--- src/rtl/alu_arbiter_if.sv ---
// ============================================================================
// Module      : alu_arbiter_if
// Description : Request/grant/done bundle between two requesters and the
//               shared 4-bit ALU arbiter.
// Revision    : 1.0 - initial release
// ============================================================================
`default_nettype none

interface alu_arbiter_if;
    logic [1:0] req;
    logic [3:0] a0;
    logic [3:0] b0;
    logic [2:0] sel0;
    logic [3:0] a1;
    logic [3:0] b1;
    logic [2:0] sel1;
    logic [1:0] gnt;
    logic       busy;
    logic       done;
    logic [7:0] result;
    logic [6:0] hex_lo;
    logic [6:0] hex_hi;

    // Requester side
    modport master (
        output req, a0, b0, sel0, a1, b1, sel1,
        input  gnt, busy, done, result, hex_lo, hex_hi
    );

    // Arbiter side
    modport slave (
        input  req, a0, b0, sel0, a1, b1, sel1,
        output gnt, busy, done, result, hex_lo, hex_hi
    );
endinterface

`default_nettype wire

--- src/rtl/alu_arbiter.sv ---
// ============================================================================
// Module      : alu_arbiter
// Description : Round-robin arbiter sharing one 4-bit ALU between two
//               requesters; registered 8-bit result with 7-segment decode.
//               Define ALU_ARB_FIXED_PRI_EN for fixed priority (requester 0).
// Revision    : 1.0 - initial release
// ============================================================================
`default_nettype none

module alu_arbiter (
    input  wire           clock,
    input  wire           resetn,
    alu_arbiter_if.slave  bus
);

    localparam logic [1:0] S_IDLE = 2'd0;
    localparam logic [1:0] S_EXEC = 2'd1;
    localparam logic [1:0] S_DONE = 2'd2;

    logic [1:0] r_state;
    logic [1:0] w_next;
    logic       r_win;
    logic [3:0] r_a;
    logic [3:0] r_b;
    logic [2:0] r_sel;
    logic [7:0] r_result;
    logic       w_win;
    logic [7:0] w_alu;
    logic       w_start;

    assign w_start = (r_state == S_IDLE) && (bus.req != 2'b00);

`ifdef ALU_ARB_FIXED_PRI_EN
    assign w_win = ~bus.req[0];
`else
    // Pointer holds the last winner; reset value 1 lets requester 0 win first.
    logic r_last;
    assign w_win = (bus.req == 2'b11) ? ~r_last : bus.req[1];
`endif

    function automatic logic [6:0] hex_seg(input logic [3:0] v);
        case (v)
            4'h0: hex_seg = 7'b1000000;
            4'h1: hex_seg = 7'b1111001;
            4'h2: hex_seg = 7'b0100100;
            4'h3: hex_seg = 7'b0110000;
            4'h4: hex_seg = 7'b0011001;
            4'h5: hex_seg = 7'b0010010;
            4'h6: hex_seg = 7'b0000010;
            4'h7: hex_seg = 7'b1111000;
            4'h8: hex_seg = 7'b0000000;
            4'h9: hex_seg = 7'b0010000;
            4'hA: hex_seg = 7'b0001000;
            4'hB: hex_seg = 7'b0000011;
            4'hC: hex_seg = 7'b1000110;
            4'hD: hex_seg = 7'b0100001;
            4'hE: hex_seg = 7'b0000110;
            default: hex_seg = 7'b0001110;
        endcase
    endfunction

    always_comb begin
        w_alu = 8'h00;
        case (r_sel)
            3'b000,
            3'b001:  w_alu = {3'b000, {1'b0, r_a} + {1'b0, r_b}};
            3'b010:  w_alu = {r_a ^ r_b, r_a | r_b};
            3'b011:  w_alu = (|{r_a, r_b}) ? 8'h81 : 8'h00;
            3'b100:  w_alu = (&{r_a, r_b}) ? 8'h7E : 8'h00;
            3'b101:  w_alu = {~r_a, r_b};
            default: w_alu = 8'h00;
        endcase
    end

    // State register
    always_ff @(posedge clock or negedge resetn) begin
        if (!resetn) begin
            r_state <= S_IDLE;
        end else begin
            r_state <= w_next;
        end
    end

    // Next-state logic
    always_comb begin
        w_next = r_state;
        case (r_state)
            S_IDLE:  w_next = w_start ? S_EXEC : S_IDLE;
            S_EXEC:  w_next = S_DONE;
            S_DONE:  w_next = S_IDLE;
            default: w_next = S_IDLE;
        endcase
    end

    // Output logic
    always_comb begin
        bus.gnt  = 2'b00;
        bus.busy = 1'b0;
        bus.done = 1'b0;
        if (r_state == S_EXEC || r_state == S_DONE) begin
            bus.gnt  = r_win ? 2'b10 : 2'b01;
            bus.busy = 1'b1;
        end
        if (r_state == S_DONE) begin
            bus.done = 1'b1;
        end
    end

    // Operand latch, result register and grant pointer
    always_ff @(posedge clock or negedge resetn) begin
        if (!resetn) begin
            r_win    <= 1'b0;
            r_a      <= 4'h0;
            r_b      <= 4'h0;
            r_sel    <= 3'b000;
            r_result <= 8'h00;
`ifndef ALU_ARB_FIXED_PRI_EN
            r_last   <= 1'b1;
`endif
        end else begin
            if (w_start) begin
                r_win <= w_win;
                r_a   <= w_win ? bus.a1   : bus.a0;
                r_b   <= w_win ? bus.b1   : bus.b0;
                r_sel <= w_win ? bus.sel1 : bus.sel0;
            end
            if (r_state == S_EXEC) begin
                r_result <= w_alu;
            end
`ifndef ALU_ARB_FIXED_PRI_EN
            if (r_state == S_DONE) begin
                r_last <= r_win;
            end
`endif
        end
    end

    assign bus.result = r_result;
    assign bus.hex_lo = hex_seg(r_result[3:0]);
    assign bus.hex_hi = hex_seg(r_result[7:4]);

endmodule

`default_nettype wire
--- src/flat_wrapper.sv ---
// flat-port wrapper written by rule: the top's interface ports become plain ports
module alu_arbiter_flat 
  (clock, resetn, bus_req, bus_a0, bus_b0, bus_sel0, bus_a1, bus_b1, bus_sel1, bus_gnt, bus_busy, bus_done, bus_result, bus_hex_lo, bus_hex_hi);
  alu_arbiter_if bus_i ();
  input  wire clock;
  input  wire resetn;
  input wire logic [$bits(bus_i.req)-1:0] bus_req;
  input wire logic [$bits(bus_i.a0)-1:0] bus_a0;
  input wire logic [$bits(bus_i.b0)-1:0] bus_b0;
  input wire logic [$bits(bus_i.sel0)-1:0] bus_sel0;
  input wire logic [$bits(bus_i.a1)-1:0] bus_a1;
  input wire logic [$bits(bus_i.b1)-1:0] bus_b1;
  input wire logic [$bits(bus_i.sel1)-1:0] bus_sel1;
  output wire logic [$bits(bus_i.gnt)-1:0] bus_gnt;
  output wire logic [$bits(bus_i.busy)-1:0] bus_busy;
  output wire logic [$bits(bus_i.done)-1:0] bus_done;
  output wire logic [$bits(bus_i.result)-1:0] bus_result;
  output wire logic [$bits(bus_i.hex_lo)-1:0] bus_hex_lo;
  output wire logic [$bits(bus_i.hex_hi)-1:0] bus_hex_hi;
  assign bus_i.req = bus_req;
  assign bus_i.a0 = bus_a0;
  assign bus_i.b0 = bus_b0;
  assign bus_i.sel0 = bus_sel0;
  assign bus_i.a1 = bus_a1;
  assign bus_i.b1 = bus_b1;
  assign bus_i.sel1 = bus_sel1;
  assign bus_gnt = bus_i.gnt;
  assign bus_busy = bus_i.busy;
  assign bus_done = bus_i.done;
  assign bus_result = bus_i.result;
  assign bus_hex_lo = bus_i.hex_lo;
  assign bus_hex_hi = bus_i.hex_hi;
  alu_arbiter u_core (.clock(clock), .resetn(resetn), .bus(bus_i));
endmodule
--- config.mk ---
export PLATFORM = sky130hd
export DESIGN_NAME = alu_arbiter_flat
export DESIGN_NICKNAME = d
export VERILOG_FILES = /design/src/rtl/alu_arbiter_if.sv /design/src/rtl/alu_arbiter.sv /design/src/flat_wrapper.sv
export SDC_FILE = /design/constraint.sdc
export NUM_CORES = 1
export LEC_CHECK = 0
export BUFFER_PORTS_ARGS = -buffer_cell sky130_fd_sc_hd__buf_2
export CAP_MARGIN = 20
export CORE_AREA = 3 3 93 95
export CTS_CLUSTER_DIAMETER = 30
export DETAILED_ROUTE_END_ITERATION = 16
export DIE_AREA = 0 0 96 98
export PLACE_DENSITY_LB_ADDON = 0.25
export SYNTH_ARGS = -nofsm -noshare
export SYNTH_HDL_FRONTEND = slang
export SYNTH_SLANG_ARGS = --single-unit
--- constraint.sdc ---
create_clock -name clock -period 2.18 [get_ports clock]
set_clock_uncertainty 0.05 [all_clocks]
set_input_delay 0.109 -clock clock [delete_from_list [all_inputs] [get_ports clock]]
set_output_delay 0.109 -clock clock [all_outputs]
set_load 0.01 [all_outputs]
Word-level counts from Yosys, hierarchy flattened
Memory sizes are Yosys's and may differ from the RTL's.
Index checks and enable logic that the tools add are counted.
{"block": "op_classes", "n_addsub": 1, "mul": 0, "div_mod_pow": 0, "magnitude_cmp": 0, "n_eq_ne": 8, "n_shift": 0, "n_mux": 13, "n_bitwise": 4, "n_reduce_logical": 8}
{"operator": "8-bit case mux with 5 select lines", "count": 1}
{"operator": "4-bit 2-to-1 mux", "count": 2}
{"operator": "8-bit 2-to-1 mux", "count": 1}
{"operator": "8-bit AND reduction", "count": 1}
{"operator": "8-bit OR reduction", "count": 1}
{"operator": "7-bit 2-to-1 mux", "count": 1}
{"operator": "3-bit by 2-bit equality test with 1-bit output (second input constant)", "count": 2}
{"operator": "3-bit equality test (second input constant)", "count": 2}
{"operator": "4-bit by 4-bit adder with 5-bit output", "count": 1}
{"operator": "2-bit equality test (second input constant)", "count": 2}
{"operator": "1-bit 2-to-1 mux", "count": 4}
{"operator": "2-bit 2-to-1 mux", "count": 2}
{"operator": "4-bit inverter", "count": 1}
{"operator": "4-bit bitwise OR", "count": 1}
{"operator": "2-bit case mux with 2 select lines", "count": 1}
{"operator": "4-bit bitwise XOR", "count": 1}
{"operator": "3-bit by 1-bit equality test with 1-bit output (second input constant)", "count": 1}
{"operator": "3-bit logical NOT", "count": 1}
{"operator": "3-bit 2-to-1 mux", "count": 1}
{"operator": "2-bit by 1-bit equality test with 1-bit output (second input constant)", "count": 1}
{"operator": "2-bit logical NOT", "count": 1}
{"operator": "2-bit nonzero test", "count": 1}
{"operator": "2-bit OR reduction", "count": 1}
{"operator": "1-bit logical AND", "count": 1}
{"operator": "2 further kinds", "count": 2}
{"block": "word_totals", "ff_bits": 23, "latch_bits": 0, "ramBits": 0, "mem_bits_ro": 224, "output_inout_bits": 26, "word_cells": 43, "memories": 2}
{"memory": "(name not given)", "words": 16, "word_bits": 7, "read_ports": 1, "rd_ports_with_merged_regs": 0, "write_ports": 0, "line_no": "alu_arbiter.sv:42", "text": "case (v)"}
{"memory": "(name not given)", "words": 16, "word_bits": 7, "read_ports": 1, "rd_ports_with_merged_regs": 0, "write_ports": 0, "line_no": "alu_arbiter.sv:42"}

Depth between registers and ports, before layout
{"block": "logic_depth", "ltp_word": 4, "depth_mapped": 6, "ltp_nobuf": 6}

Worst setup path before layout
No wires, ideal clock.
{"block": "synth_path", "kind": "register -> register", "startpoint": "reg u_core.r_b[0]", "endpoint": "reg u_core.r_result[2], in the netlist u_core.bus.result[2]", "setup_ps": 76, "arrival_time_ps": 1616, "required_time_ps": 2054, "slack_ps": 438, "stages_incl_launch_ff": 7, "path_buffers": 0, "period_less_slack_ps": 1742, "path_cell_list": "dfrtp_1 ha_1 fa_1 xnor2_1 o22a_1 o21a_1 o21ai_1"}
{"block": "synth_between", "elab_chain_len": 3}
{"item": "from (decl)", "line_no": "alu_arbiter.sv:24", "text": "logic [3:0] r_b;"}
{"item": "from (signal assigned)", "line_no": "alu_arbiter.sv:124", "text": "r_b <= w_win ? bus.b1 : bus.b0;"}
{"item": "branches (longest 2 deep; another with 4-bit by 4-bit adder with 5-bit output)"}
{"item": "8-bit case mux with 5 select lines (*)", "line_no": "alu_arbiter.sv:64", "text": "case (r_sel)"}
{"item": "to (signal assigned)", "line_no": "alu_arbiter.sv:128", "text": "r_result <= w_alu;"}
{"item": "to (decl)", "line_no": "alu_arbiter.sv:26", "text": "logic [7:0] r_result;"}
Every way passes the cells marked *.
A chain may end at the register's enable or synchronous reset.

Final worst setup path
{"block": "layout_path", "startpoint": "reg u_core.r_result[1], in the netlist u_core.bus.result[1]", "endpoint": "out bus_hex_lo[0]"}
{"block": "layout_between", "elab_chain_len": 1}
{"item": "memory 16 x 7 bit"}
{"item": "to (decl)", "line_no": "flat_wrapper.sv:18", "text": "output wire logic [$bits(bus_i.hex_lo)-1:0] bus_hex_lo;"}
No other way between the ends.

==> results.sh <==
export IMPL_max_freq_ghz=0.504
export IMPL_worstHoldStart="bus_a0[2]"
export IMPL_synth_ff_type="dfrtp_1"
export IMPL_end_kind="primary output"
export IMPL_yosys_area_share_adder=0.157
export IMPL_place_ws_ns=0.311
export IMPL_postCtsSetupBuffers=0
export IMPL_numPortBuffers=51
export IMPL_leakagePower_nw=1.16
export IMPL_hold_path_depth=3
export IMPL_vias=1599
export IMPL_synth_compound_area_share=0.174
export IMPL_cts_tree="done"
export IMPL_overflow=0
export IMPL_final_cells=364
export IMPL_track_usage=0.0972
export IMPL_cp_data_required_time_ns=2.02
export IMPL_hold_buffers=1
export IMPL_core_area_um2=7810
export IMPL_async_reset_ff_frac=1.00
export IMPL_dieArea_um2=9410
export IMPL_synth_edf_count=0
export IMPL_grt_pass1_vias=1608
export IMPL_nFillCells=855
export IMPL_clk_pin_slew_ns=0.09
export IMPL_min_period_over_period=0.909
export IMPL_synthTopCellsByArea="dfrtp_1, ha_1, mux2i_1, o21ai_1, nor2_1"
export IMPL_min_period_ns=1.98
export IMPL_cts_root_buf="clkbuf_8"
export IMPL_path_max_fanout=6
export IMPL_drt_iter0_markers=67
export IMPL_clk_latency_ns=0.27
export IMPL_post_cts_resized=0
export IMPL_worstPathArrival_ns=1.82
export IMPL_die_h_um=98
export IMPL_finalSetupViolCount=0
export IMPL_cts_buffers_inserted=3
export IMPL_setup_tns_ns=0
export IMPL_multi_input_area_um2=1240
export IMPL_initial_core_util=0.251
export IMPL_wl_um=4300
export IMPL_final_seq_area_um2=577
export IMPL_status="complete, no violations"
export IMPL_worstReg2RegStart="u_core.r_b[0]"
export IMPL_worstRegToRegCells=6
export IMPL_syn_area_um2=1960
export IMPL_netlist_cell_type_count=43
export IMPL_synth_top_family_by_area="simple AND/OR/NAND/NOR gates"
export IMPL_synthSimpleGateAreaFrac=0.178
export IMPL_synth_top_cell_by_area="dfrtp_1"
export IMPL_synth_warnings=0
export IMPL_final_hold_viol_count=0
export IMPL_ys_ff_latch=23
export IMPL_place_gp_congestion=0.866
export IMPL_cts_buffer_depth=2
export IMPL_placed_cells=359
export IMPL_areaGrowthSynthToFinish_pct=19.5
export IMPL_grt_pass1_wl_um=7620
export IMPL_rrSetupSlack_ns=0.30
export IMPL_dpl_instance_area_um2=2280
export IMPL_synth_cells=216
export IMPL_yosysSeqAreaShare=0.294
export IMPL_setup_slack_ns=0.198
export IMPL_ios=52
export IMPL_hpwlAfterDp_um=3350
export IMPL_stdcell_area_um2=2340
export IMPL_antenna_found_initial=0
export IMPL_wl_per_cell_um=11.8
export IMPL_dr_pass1_iters=4
export IMPL_final_max_slew_viol_count=0
export IMPL_num_nets_final=313
export IMPL_hp_class="primary input to flip-flop"
export IMPL_cts_sinks=23
export IMPL_htreeDepth=1
export IMPL_drc=0
export IMPL_crit_type="flip-flop to primary output"
export IMPL_grt_max_degree=25
export IMPL_slew_headroom=0.505
export IMPL_crit_start="u_core.bus.result[1]"
export IMPL_syn_num_nets=266
export IMPL_r2r_end="u_core.bus.result[4]"
export IMPL_diodes=0
export IMPL_worstMarginPinSlew_ns=0.738
export IMPL_yosys_area_top_type_share=0.281
export IMPL_power_total_mw=3.62
export IMPL_postRouteAntennaNets=0
export IMPL_synth_mux_area_frac=0.121
export IMPL_min_to="u_core.r_a[2]"
export IMPL_rsz0062_at_grt="false"
export IMPL_synth_xor_area_frac=0.00447
export IMPL_drive_above_1_share=0.263
export IMPL_synth_area_per_cell_um2=9.07
export IMPL_viasPerCell=4.39
export IMPL_vdd_ir_drop_max_uv=483
export IMPL_num_rows=32
export IMPL_max_cap_viol_count=0
export IMPL_p_per_area_nw_per_um2=1540
export IMPL_die_x_um=96
export IMPL_setup_worst_path_start_class="flip-flop"
cells in the mapped netlist (3+ instances only):
| master | count |
|---|---|
| a221oi_1 | 3 |
| clkbuf_1 | 3 |
| o21ai_1 | 18 |
| dfrtp_1 | 22 |
| ha_1 | 23 |
| a22o_1 | 5 |
| mux2i_1 | 17 |
| nand2_1 | 18 |
| a31oi_1 | 3 |
| inv_1 | 17 |
| nand2b_1 | 4 |
| nand3_1 | 4 |
| nor2_1 | 20 |
| o31ai_1 | 3 |
| a21oi_1 | 12 |
| nor2b_1 | 4 |
| buf_2 | 3 |
| buf_4 | 4 |
registers in the layout, indices dropped and copies added, names as in the netlist:
| name | count |
|---|---|
| u_core.bus.result | 8 |
| u_core.r_win | 1 |
| u_core.r_last | 1 |
| u_core.r_state | 2 |
| u_core.r_b | 4 |
| u_core.r_sel | 3 |
| u_core.r_a | 4 |
where the power goes:
| part | switching [mW] | internal, mW | total [mW] | leakage [nW] |
|---|---|---|---|---|
| clock | 0.154 | 0.130 | 0.284 | 0.0217 |
| sequential | 0.477 | 0.645 | 1.12 | 0.279 |
| combinational | 1.13 | 1.08 | 2.21 | 0.860 |
| total | 1.76 | 1.86 | 3.62 | 1.16 |
kinds of logic (layout without fill, tap and decap cells):
logic type,count (synthesis),count (layout)
simple gates,64,64
compound gates,54,54
buf+inv,29,75
fa+ha+maj,24,24
flops,23,23
mux,21,21
xor+xnor,1,1
routing by layer:
| metal | wire length (um) | vias up | GRT usage |
|---|---|---|---|
| met5 | 0 | - | 0 |
| met4 | 17 | 0 | 0.0131 |
| met3 | 251 | 2 | 0.0231 |
| met2 | 1870 | 43 | 0.148 |
| met1 | 2160 | 707 | 0.142 |
| li1 | - | 847 | - |
worst max-delay path, cell delays in order (launching register included):
cell and delay, ns:
dfrtp_1 0.45, inv_1 0.17, ha_1 0.26, nor2b_1 0.08, or3b_1 0.36, o21ai_1 0.08
buf_2 0.14
stage by stage:
| stage | utilization | hold slack, ns |
|---|---|---|
| finish | 0.300 | 0.0471 |
| global route | 0.300 | 0.0728 |
| CTS | 0.300 | 0.0432 |
| detailed placement | 0.292 | 0.0754 |
| global placement | 0.292 | 0.0743 |
| floorplan | - | -0.237 |
placed cells by master (no fill, tap or decap), types with 2 or more instances in the layout:
cell type  Yosys  final
clkbuf_8       0      3
nand2_1       18     18
a221oi_1       3      3
o21ai_1       18     18
dfrtp_1       22     22
nand2b_1       4      4
buf_4          4      2
a22o_1         5      5
nor4_1         2      2
or3b_1         2      2
o31ai_1        3      3
o21ai_0        2      2
mux2i_1       17     17
nand3_1        4      4
a21oi_1       12     12
inv_1         17     17
nor2_2         2      2
mux2_2         2      2
buf_2          3     51
a31oi_1        3      3
ha_1          23     23
a32o_1         2      2
mux4_2         2      2
nor2_1        20     20
nor2b_1        4      4
o21a_1         2      2
worst max-delay path by stage:
| stage | endpoint | slack, ns | depth (start not counted) |
|---|---|---|---|
| after floorplan | u_core.bus.result[2] | 0.44 | 6 |
| after global placement | u_core.bus.result[4] | 0.34 | 6 |
| after detailed placement | u_core.bus.result[4] | 0.31 | 6 |
| after CTS | bus_hex_lo[0] | 0.16 | 6 |
| after global routing | bus_hex_lo[0] | 0.04 | 6 |
| final | bus_hex_lo[0] | 0.20 | 6 |
layout make-up:
type	count	area share
clock buffers	3	0.0176
flip-flops and latches	23	0.246
inverters	17	0.0273
clock inverters	1	0.00321
multi-input cells	164	0.531
well taps	102	0.0545
repair buffers	54	0.120
Note: power is estimated with default switching activity, not from simulation.
